--- src/rtl/mips_pkg.sv ---
// Shared MIPS front-end definitions: next-PC op encodings and PC-unit defaults.
package mips_pkg;

  localparam int          WIDTH_DEF    = 32;
  localparam logic [31:0] RESET_PC_DEF = 32'h0000_3000;
  localparam logic [31:0] EXC_VEC_DEF  = 32'h0000_4180;

  typedef enum logic [3:0] {
    NPC_SEQ  = 4'd0,
    NPC_BEQ  = 4'd1,
    NPC_BNE  = 4'd2,
    NPC_BLEZ = 4'd3,
    NPC_BGTZ = 4'd4,
    NPC_BLTZ = 4'd5,
    NPC_BGEZ = 4'd6,
    NPC_J    = 4'd7,
    NPC_JR   = 4'd8
  } npc_op_e;

endpackage

--- src/rtl/br_cmp.sv ---
// Control-transfer condition for a D-stage next-PC op; jumps are unconditional,
// unknown ops never transfer.
module br_cmp
  import mips_pkg::*;
#(
  parameter int WIDTH = WIDTH_DEF
) (
  input  logic [3:0]       npc_op,
  input  logic [WIDTH-1:0] rs_val,
  input  logic [WIDTH-1:0] rt_val,
  output logic             cond
);

  logic w_rs_neg;
  logic w_rs_zero;

  assign w_rs_neg  = rs_val[WIDTH-1];
  assign w_rs_zero = (rs_val == '0);

  always_comb begin
    cond = 1'b0;
    case (npc_op)
      NPC_BEQ:        cond = (rs_val == rt_val);
      NPC_BNE:        cond = (rs_val != rt_val);
      NPC_BLEZ:       cond = w_rs_neg | w_rs_zero;
      NPC_BGTZ:       cond = ~w_rs_neg & ~w_rs_zero;
      NPC_BLTZ:       cond = w_rs_neg;
      NPC_BGEZ:       cond = ~w_rs_neg;
      NPC_J, NPC_JR:  cond = 1'b1;
      default:        cond = 1'b0;
    endcase
  end

endmodule

--- src/rtl/pc_gen.sv ---
// Fetch PC register plus D-stage control-transfer resolution, exception/eret
// redirects and a one-entry pending redirect for instruction-memory holds.
module pc_gen
  import mips_pkg::*;
#(
  parameter int               WIDTH    = WIDTH_DEF,
  parameter logic [WIDTH-1:0] RESET_PC = WIDTH'(RESET_PC_DEF),
  parameter logic [WIDTH-1:0] EXC_VEC  = WIDTH'(EXC_VEC_DEF)
) (
  input  logic             clk,
  input  logic             reset,
  input  logic             stall_d,
  input  logic             fetch_hold,
  input  logic [3:0]       npc_op,
  input  logic [WIDTH-1:0] pc_d,
  input  logic [25:0]      instr_idx,
  input  logic [WIDTH-1:0] rs_val,
  input  logic [WIDTH-1:0] rt_val,
  input  logic             exc_req,
  input  logic             eret,
  input  logic [WIDTH-1:0] epc,
  output logic [WIDTH-1:0] pc_f,
  output logic [WIDTH-1:0] npc,
  output logic             taken,
  output logic [WIDTH-1:0] link_addr,
  output logic             adel_f,
  output logic             pend_valid
);

  logic [WIDTH-1:0] r_pc_f;
  logic             r_adel;
  logic             r_pend_valid;
  logic [WIDTH-1:0] r_pend_tgt;

  logic             w_cond;
  logic             w_taken;
  logic [WIDTH-1:0] w_off;
  logic [WIDTH-1:0] w_br_tgt;
  logic [WIDTH-1:0] w_j_tgt;
  logic [WIDTH-1:0] w_d_tgt;
  logic             w_redir_vld;
  logic [WIDTH-1:0] w_redir_tgt;
  logic [WIDTH-1:0] w_npc;

  br_cmp #(.WIDTH(WIDTH)) u_br_cmp (
    .npc_op (npc_op),
    .rs_val (rs_val),
    .rt_val (rt_val),
    .cond   (w_cond)
  );

  assign w_taken  = w_cond & ~stall_d;
  assign w_off    = {{(WIDTH-18){instr_idx[15]}}, instr_idx[15:0], 2'b00};
  assign w_br_tgt = pc_d + WIDTH'(4) + w_off;

  // The jump region bits above bit 27 only exist when WIDTH exceeds 28.
  if (WIDTH > 28) begin : g_jwide
    assign w_j_tgt = {pc_d[WIDTH-1:28], instr_idx, 2'b00};
  end else begin : g_jnarrow
    assign w_j_tgt = {instr_idx, 2'b00};
  end

  always_comb begin
    w_d_tgt = w_br_tgt;
    case (npc_op)
      NPC_J:   w_d_tgt = w_j_tgt;
      NPC_JR:  w_d_tgt = rs_val;
      default: w_d_tgt = w_br_tgt;
    endcase
  end

  // Redirects that may be captured into the pending slot (exc, eret, D transfer).
  always_comb begin
    w_redir_vld = 1'b0;
    w_redir_tgt = '0;
    if (exc_req) begin
      w_redir_vld = 1'b1;
      w_redir_tgt = EXC_VEC;
    end else if (eret) begin
      w_redir_vld = 1'b1;
      w_redir_tgt = epc;
    end else if (w_taken) begin
      w_redir_vld = 1'b1;
      w_redir_tgt = w_d_tgt;
    end
  end

  always_comb begin
    if (w_redir_vld)       w_npc = w_redir_tgt;
    else if (r_pend_valid) w_npc = r_pend_tgt;
    else if (stall_d)      w_npc = r_pc_f;
    else                   w_npc = r_pc_f + WIDTH'(4);
  end

  always_ff @(posedge clk or posedge reset) begin
    if (reset) begin
      r_pc_f       <= RESET_PC;
      r_adel       <= |RESET_PC[1:0];
      r_pend_valid <= 1'b0;
      r_pend_tgt   <= '0;
    end else if (!fetch_hold) begin
      r_pc_f       <= w_npc;
      r_adel       <= |w_npc[1:0];
      r_pend_valid <= 1'b0;
    end else if (w_redir_vld) begin
      // Latest redirect wins while fetch is held.
      r_pend_valid <= 1'b1;
      r_pend_tgt   <= w_redir_tgt;
    end
  end

  assign pc_f       = r_pc_f;
  assign npc        = w_npc;
  assign taken      = w_taken;
  assign link_addr  = pc_d + WIDTH'(8);
  assign adel_f     = r_adel;
  assign pend_valid = r_pend_valid;

endmodule

--- config.mk ---
export PLATFORM = sky130hd
export DESIGN_NAME = pc_gen
export DESIGN_NICKNAME = d
export VERILOG_FILES = /design/src/rtl/mips_pkg.sv /design/src/rtl/br_cmp.sv /design/src/rtl/pc_gen.sv
export SDC_FILE = /design/constraint.sdc
export NUM_CORES = 1
export LEC_CHECK = 0
export BUFFER_PORTS_ARGS = -buffer_cell sky130_fd_sc_hd__buf_2
export CORE_MARGIN = 10
export CORE_UTILIZATION = 28
export DETAILED_ROUTE_END_ITERATION = 10
export GPL_TIMING_DRIVEN = 0
export SLEW_MARGIN = 30
export SYNTH_ARGS = -nofsm -noshare
export SYNTH_HDL_FRONTEND = slang
export SYNTH_SLANG_ARGS = --single-unit
--- constraint.sdc ---
create_clock -name clk -period 9.88 [get_ports clk]
set_clock_uncertainty 0.05 [all_clocks]
set_input_delay 2.47 -clock clk [delete_from_list [all_inputs] [get_ports clk]]
set_output_delay 2.47 -clock clk [all_outputs]
set_load 0.02 [all_outputs]
==> impl_metrics.toml, run 1 <==
[status]
status = "finished clean"

[sta]
rsz0062_at_grt = "false"
maxSlewViolCount = 0
timing.hold.ws_ns = 0.418
tns_ns = 0
period_minus_slack_ns = 8.57
clock.fmax_mhz = 117
finalCritPeriodShare = 0.867
tightest_slew_ns = 0.938
setup_viol = 0
max-slew-margin-rel = 0.372
hold_viol = 0

[clock_tree]
cts_root_buffer = "clkbuf_16"
clock-sinks = 66
cts_resized = 0
holdBufCountCts = 0
htree_levels = 3
cts_made_buffers = 9
clk_latency_ns = 0.35
cts.path.max_buffers = 2
clk_pin_slew_ns = 0.05
post_cts_buffers = 0
cts_tree = "built"

[power]
leakagePower_nw = 4.63
netSwitchingFraction = 0.428
fin_total_pwr_mw = 1.17
pwr-share-clk = 0.259
pwr-share-comb = 0.461
power.density_nw_per_um2 = 116
p_sw_uw = 500
p_int_uw = 668
max-vdd-ir-drop_v = 0.0000804
p_seq_frac = 0.281

[critical_path]
path_max_fanout = 5
arrival_ns = 6.05
end_kind = "output port"
r2r_slack_ns = 6.83
r2r_cells = 10
critPathLaunchType = "input pin"
critPathRequiredTime_ns = 7.36
crit_type = "input pin to output port"
regToRegEndpoint = "pc_f[30]$_DFFE_PP0N_"
r2r-start = "pc_f[2]$_DFFE_PP0N_"

[grt]
overflow = 0
grt_pass1_wl_um = 59500
grt_use_total = 0.216
grt_max_degree = 40
grt_pass1_vias = 9468
antenna_found_initial = 2

[final_layout]
drive_above_1_share = 0.264
multi_input_area_um2 = 5970
nets = 1526
area_delta_synth_final_pct = 25.9
regArea_um2 = 1650
post-route-util = 0.360
nFillCells = 3061
fin_cells = 1687

[synthesis]
synth_seq_cells = 66
synth_top_cell_by_area = "dfrtp_1"
synth_area_leaders = "dfrtp_1 (20%), ha_1 (9.2%), xor2_1 (6.3%)"
synthCells = 1030
yosys.area.top_type_share = 0.200
synthDistinctLibCells = 85
synth_nets = 1254
ys_seq_area_frac = 0.207
synth_enable_flop_cells = 0
async_flop_share = 1.00
ys.flop_type = "dfrtp_1"
syn_area_per_cell_um2 = 7.78
yosys_warnings = 0
synth_area_um2 = 8010

[drt]
drc = 0
vias = 9399
drt_wl_total_um = 40400
post_drt_wl_per_cell_um = 23.9
postRouteAntennaNets = 0
firstDrtPassIters = 5
drtIter0Drc = 646
routed_via_density = 5.57

[place]
globalplace.congestion = 0.978
placedCellCount = 1669
portBuffers = 260
dp_hpwl_um = 33100

[die]
core_um2 = 28000
io_pins = 263
initial_core_util = 0.286
rows = 61
die_h_um = 189
die_area_um2 = 35800
dieWidth_um = 189

[worst_hold_path]
worstHoldPathCells = 2
whs_endpoint = "r_pend_tgt[25]$_DFFE_PP0P_"
hp-class = "flop to flop"
hold_path.startpoint = "r_pend_tgt[25]$_DFFE_PP0P_"

[job]
max_cap_violations = 0
-- flip-flops by register name (all words and copies together), names as in the netlist --
signal / count
r_pend_tgt: 32
pend_valid: 1
adel_f: 1
pc_f: 32
-- placed cells by master (no fill, tap or decap), drive strengths merged, types with 9 or more instances in the layout --
cell type,synthesis,layout
buf,23,284
nand2,125,125
o21ai,77,77
nor2,76,76
dfrtp,64,64
a21oi,63,63
ha,59,59
xor2,58,58
clkbuf,39,52
xnor2,45,45
nand3,39,39
inv,25,25
a22oi,23,23
nor3,23,23
nor4,21,21
mux2,19,19
mux2i,19,19
a21o,19,19
nand4,18,18
a211oi,17,17
and3,16,16
a22o,13,13
a31oi,11,11
nand2b,10,10
and2,10,10
o211ai,9,9
-- layout make-up --
cell class | count | share of cell area
Antenna cell | 2 | 0.000496
Sequential cell | 66 | 0.164
Timing Repair Buffer | 261 | 0.132
Clock inverter | 3 | 0.00149
Tap cell | 378 | 0.0469
Buffer | 62 | 0.0284
Clock buffer | 13 | 0.0248
Inverter | 25 | 0.00955
Multi-Input combinational cell | 877 | 0.593
-- kinds of logic after synthesis --
group	share of synthesized area
DFF	0.207
buffers and inverters	0.0475
and+or+nand+nor	0.228
xor gates and xnor gates	0.113
AOI/OAI and AO/OA	0.260
adders and majority gates	0.0947
muxes	0.0505
-- critical path: stages --
cell       delay (ns)
buf_2            0.15
ha_1             0.30
ha_1             0.18
inv_1            0.06
fa_1             0.39
nand2b_1         0.19
a21oi_1          0.30
o2111ai_1        0.28
a211oi_2         0.46
o21ai_0          0.13
a31oi_1          0.47
mux2i_1          0.15
a21boi_1         0.25
nor2_1           0.07
buf_2            0.20
-- power by group through the flow --
stage	logic, mW	clock network (mW)	registers (mW)
floorplan	0.307	0	0.343
global placement	0.523	0	0.331
detailed placement	0.528	0	0.332
CTS	0.532	0.303	0.327
global route	0.584	0.313	0.332
finish	0.538	0.302	0.328
-- worst max path at each step --
stage / from / slack, ns / to / depth (start not counted)
2_1_floorplan: pc_d[3] / 2.05 / npc[29] / 13
3_3_place_gp: pc_d[3] / 1.41 / npc[29] / 15
3_5_place_dp: pc_d[3] / 1.38 / npc[29] / 15
4_1_cts: pc_d[3] / 1.36 / npc[29] / 15
5_1_grt: pc_d[3] / 1.09 / npc[29] / 15
6_report: pc_d[3] / 1.31 / npc[23] / 15
-- cell usage after synthesis (8+ instances only) --
cell      number
nand2b_1      10
dfrtp_1       64
clkbuf_1      39
and3_1        16
xor2_1        58
xnor2_1       45
o31ai_1        8
a22o_1        13
nand4_1       18
a21o_1        19
a31oi_1        9
and2_1         9
nand2_1      125
mux2i_1       19
o21ai_0       71
nor3_1        22
ha_1          59
buf_2         10
mux2_2        19
a211oi_1      16
nor4_1        19
nand3_1       39
inv_1         22
a22oi_1       23
nor2_1        75
o211ai_1       9
a21oi_1       61
-- layer usage --
| metal | routed length [um] | track usage | vias to the layer above |
|---|---|---|---|
| li1 | - | - | 4351 |
| met3 | 3770 | 0.0535 | 40 |
| met1 | 17200 | 0.278 | 4554 |
| met5 | 0 | 0 | - |
| met2 | 18800 | 0.354 | 454 |
| met4 | 635 | 0.0559 | 0 |
-- stage by stage --
step	instance area, um2	worst slack [ns]
2_1_floorplan	8010	2.05
3_3_place_gp	9780	1.41
3_5_place_dp	9810	1.38
4_1_cts	10100	1.36
5_1_grt	10100	1.09
6_report	10100	1.31
Note: power is estimated with default switching activity, not from simulation.
==> run 2, diff against run 1 <==
--- a/config.mk
+++ b/config.mk
@@ -10,7 +10,9 @@
 export CORE_UTILIZATION = 28
 export DETAILED_ROUTE_END_ITERATION = 10
 export GPL_TIMING_DRIVEN = 0
+export PLACE_DENSITY = 0.57
 export SLEW_MARGIN = 30
 export SYNTH_ARGS = -nofsm -noshare
 export SYNTH_HDL_FRONTEND = slang
+export SYNTH_HIERARCHICAL = 1
 export SYNTH_SLANG_ARGS = --single-unit
==> impl_metrics.toml, run 2 <==
[power]
max-vdd-ir-drop_v = 0.0000872
fin_total_pwr_mw = 1.21
leakagePower_nw = 4.50
power.density_nw_per_um2 = 123

[synthesis]
ys.flop_type = "dfrtp_1"
synth_area_um2 = 7740
ys_seq_area_frac = 0.214
synth_seq_cells = 66
yosys_warnings = 6
synthCells = 973
synth_nets = 1197
ys_top_cells_by_count = "nand2_1 (114), a21oi_1 (70), dfrtp_1 (64), xor2_1 (63), ha_1 (59)"
synth_most_common_cell = "nand2_1"
synth_top_cell_by_area = "dfrtp_1"
synth_area_leaders = "dfrtp_1 (21%), ha_1 (9.5%), xor2_1 (7.1%)"
async_flop_share = 1.00
syn_area_per_cell_um2 = 7.95
yosys.area.top_type_share = 0.207
synth_enable_flop_cells = 0
synthDistinctLibCells = 82

[grt]
grt_pass1_vias = 8847
overflow = 0
grt_use_total = 0.210
grt_max_degree = 47
antenna_found_initial = 10
grt_pass1_wl_um = 55300

[status]
status = "finished clean"

[critical_path]
critPathMaxStageDelay_ns = 0.65
critPathRequiredTime_ns = 7.36
critPathBufInv = 4
path_max_fanout = 10
critical_path.slowest_cell = "nor4_1"
critPathLaunchType = "input pin"
end_kind = "output port"
crit_type = "input pin to output port"
arrival_ns = 7.09
cpLargestDelayFamily = "simple AND/OR/NAND/NOR gates"
critical_path.cell_chain = "buf_2 -> xor2_1 -> nor4_1 -> nand4_1 -> o21ai_1 -> or3b_1 -> nand2b_1 -> clkbuf_1 -> nand2_1 -> nor2_1 -> clkbuf_1 -> o21ai_0 -> a21oi_1 -> or2_1 -> buf_2"

[final_layout]
layout_common_cells = "buf_2 (264), nand2_1 (114), a21oi_1 (70)"
area_delta_synth_final_pct = 27.9
post-route-util = 0.365
fin_cells = 1629
final_common_cell = "buf_2"
nets = 1470
drive_above_1_share = 0.277
finalInstanceArea_um2 = 9900

[drt]
drt_wl_total_um = 37500
post_drt_wl_per_cell_um = 23.0
routed.top_layer = "met5"
vias = 8839
drc = 0
wl_met1_um = 16100
postRouteAntennaNets = 0
dr_wl_met3_um = 3710
drtIter0Drc = 851
wl_met2_um = 16900
firstDrtPassIters = 6
routed_via_density = 5.43

[worst_hold_path]
hp-class = "flop to flop"

[die]
die_area_um2 = 34700
io_pins = 263
die_h_um = 186
dieWidth_um = 186
core_um2 = 27100
rows = 60
initial_core_util = 0.286

[sta]
finalCritPeriodShare = 0.972
max-slew-margin-rel = 0.499
tns_ns = 0
timing.hold.ws_ns = 0.426
setup_viol = 0
period_minus_slack_ns = 9.61
layout_setup_ws_ns = 0.274
tightest_slew_ns = 0.745
clock.fmax_mhz = 104
maxSlewViolCount = 0
hold_viol = 0
rsz0062_at_grt = "false"

[place]
placedCellCount = 1608
globalplace.congestion = 0.907
place_area_um2 = 9550
dp_hpwl_um = 31300
portBuffers = 262
pre_cts_ws_ns = 0.292

[clock_tree]
cts_resized = 0
cts_root_buffer = "clkbuf_16"
htree_levels = 3
clk_pin_slew_ns = 0.06
clock-sinks = 66
clk_latency_ns = 0.34
cts.path.max_buffers = 2
cts_tree = "built"
cts_made_buffers = 9

[job]
max_cap_violations = 0
-- run 2: cell types whose count changed after synthesis, sizes merged, moves of 6 or more --
cell and change:
a21oi +8, a211oi -10, nand4 +6, mux2i -12, a22o +6, mux2 +6
nor2 -22, a22oi +15, nand3 -11, nand2 -9, buf -7, o21ai +6
-- run 2: tightest hold or removal path: stages (launching register included) --
cell     delay [ns]
dfrtp_1        0.33
nand2_1        0.04
o21ai_0        0.06
-- run 2: logic make-up (layout without fill, tap and decap cells) --
family | count (synthesis) | in the layout | share of synthesized area
mux | 32 | 32 | 0.0454
buf+inv | 76 | 354 | 0.0535
compound gates | 307 | 307 | 0.257
fa+ha+maj | 60 | 60 | 0.0980
other cells | 0 | 6 | 0
simple gates | 325 | 325 | 0.211
xor+xnor | 107 | 107 | 0.121
flops | 66 | 66 | 0.214
-- run 2: path summary, 6_finish.rpt --
kind / startpoint / to / slack [ns] / cells after the start
max: rs_val[18] / npc[24] / 0.27 / 15
min: r_pend_tgt[8]$_DFFE_PP0P_ / r_pend_tgt[8]$_DFFE_PP0P_ / 0.43 / 2
max reg2reg: pc_f[8]$_DFFE_PP0N_ / pc_f[23]$_DFFE_PP0N_ / 6.90 / 8
min reg2reg: r_pend_tgt[8]$_DFFE_PP0P_ / r_pend_tgt[8]$_DFFE_PP0P_ / 0.43 / 2
max in group asynchronous: reset / pc_f[13]$_DFFE_PP1N_ / 7.14 / 3
min in group asynchronous: reset / r_pend_tgt[0]$_DFFE_PP0P_ / 2.04 / 2
-- run 2: layout make-up --
class | instances | area, um2
Antenna cell | 6 | 15.0
Buffer | 54 | 332
Clock buffer | 14 | 274
Clock inverter | 2 | 60.1
Fill cell | 2921 | 17200
Inverter | 21 | 81.3
Multi-Input combinational cell | 831 | 5680
Sequential cell | 66 | 1650
Tap cell | 372 | 465
Timing Repair Buffer | 263 | 1340
-- run 2: per-layer routing --
layer / vias up / global-route usage
met5: - / 0
met4: 8 / 0.0497
met3: 48 / 0.0561
met2: 380 / 0.338
met1: 4245 / 0.273
li1: 4158 / -
-- run 2: report_power, final --
group | total [mW] | switching (mW) | internal (mW) | leakage (nW)
Clock | 0.367 | 0.125 | 0.242 | 0.163
Combinational | 0.519 | 0.324 | 0.194 | 3.48
Sequential | 0.328 | 0.0304 | 0.298 | 0.858
Total | 1.21 | 0.480 | 0.734 | 4.50
-- run 2: timing repair --
item,4_1_cts,5_1_grt
hold buffers,0,0
buffers inserted,0,0
endpoints found under the setup margin,0,1
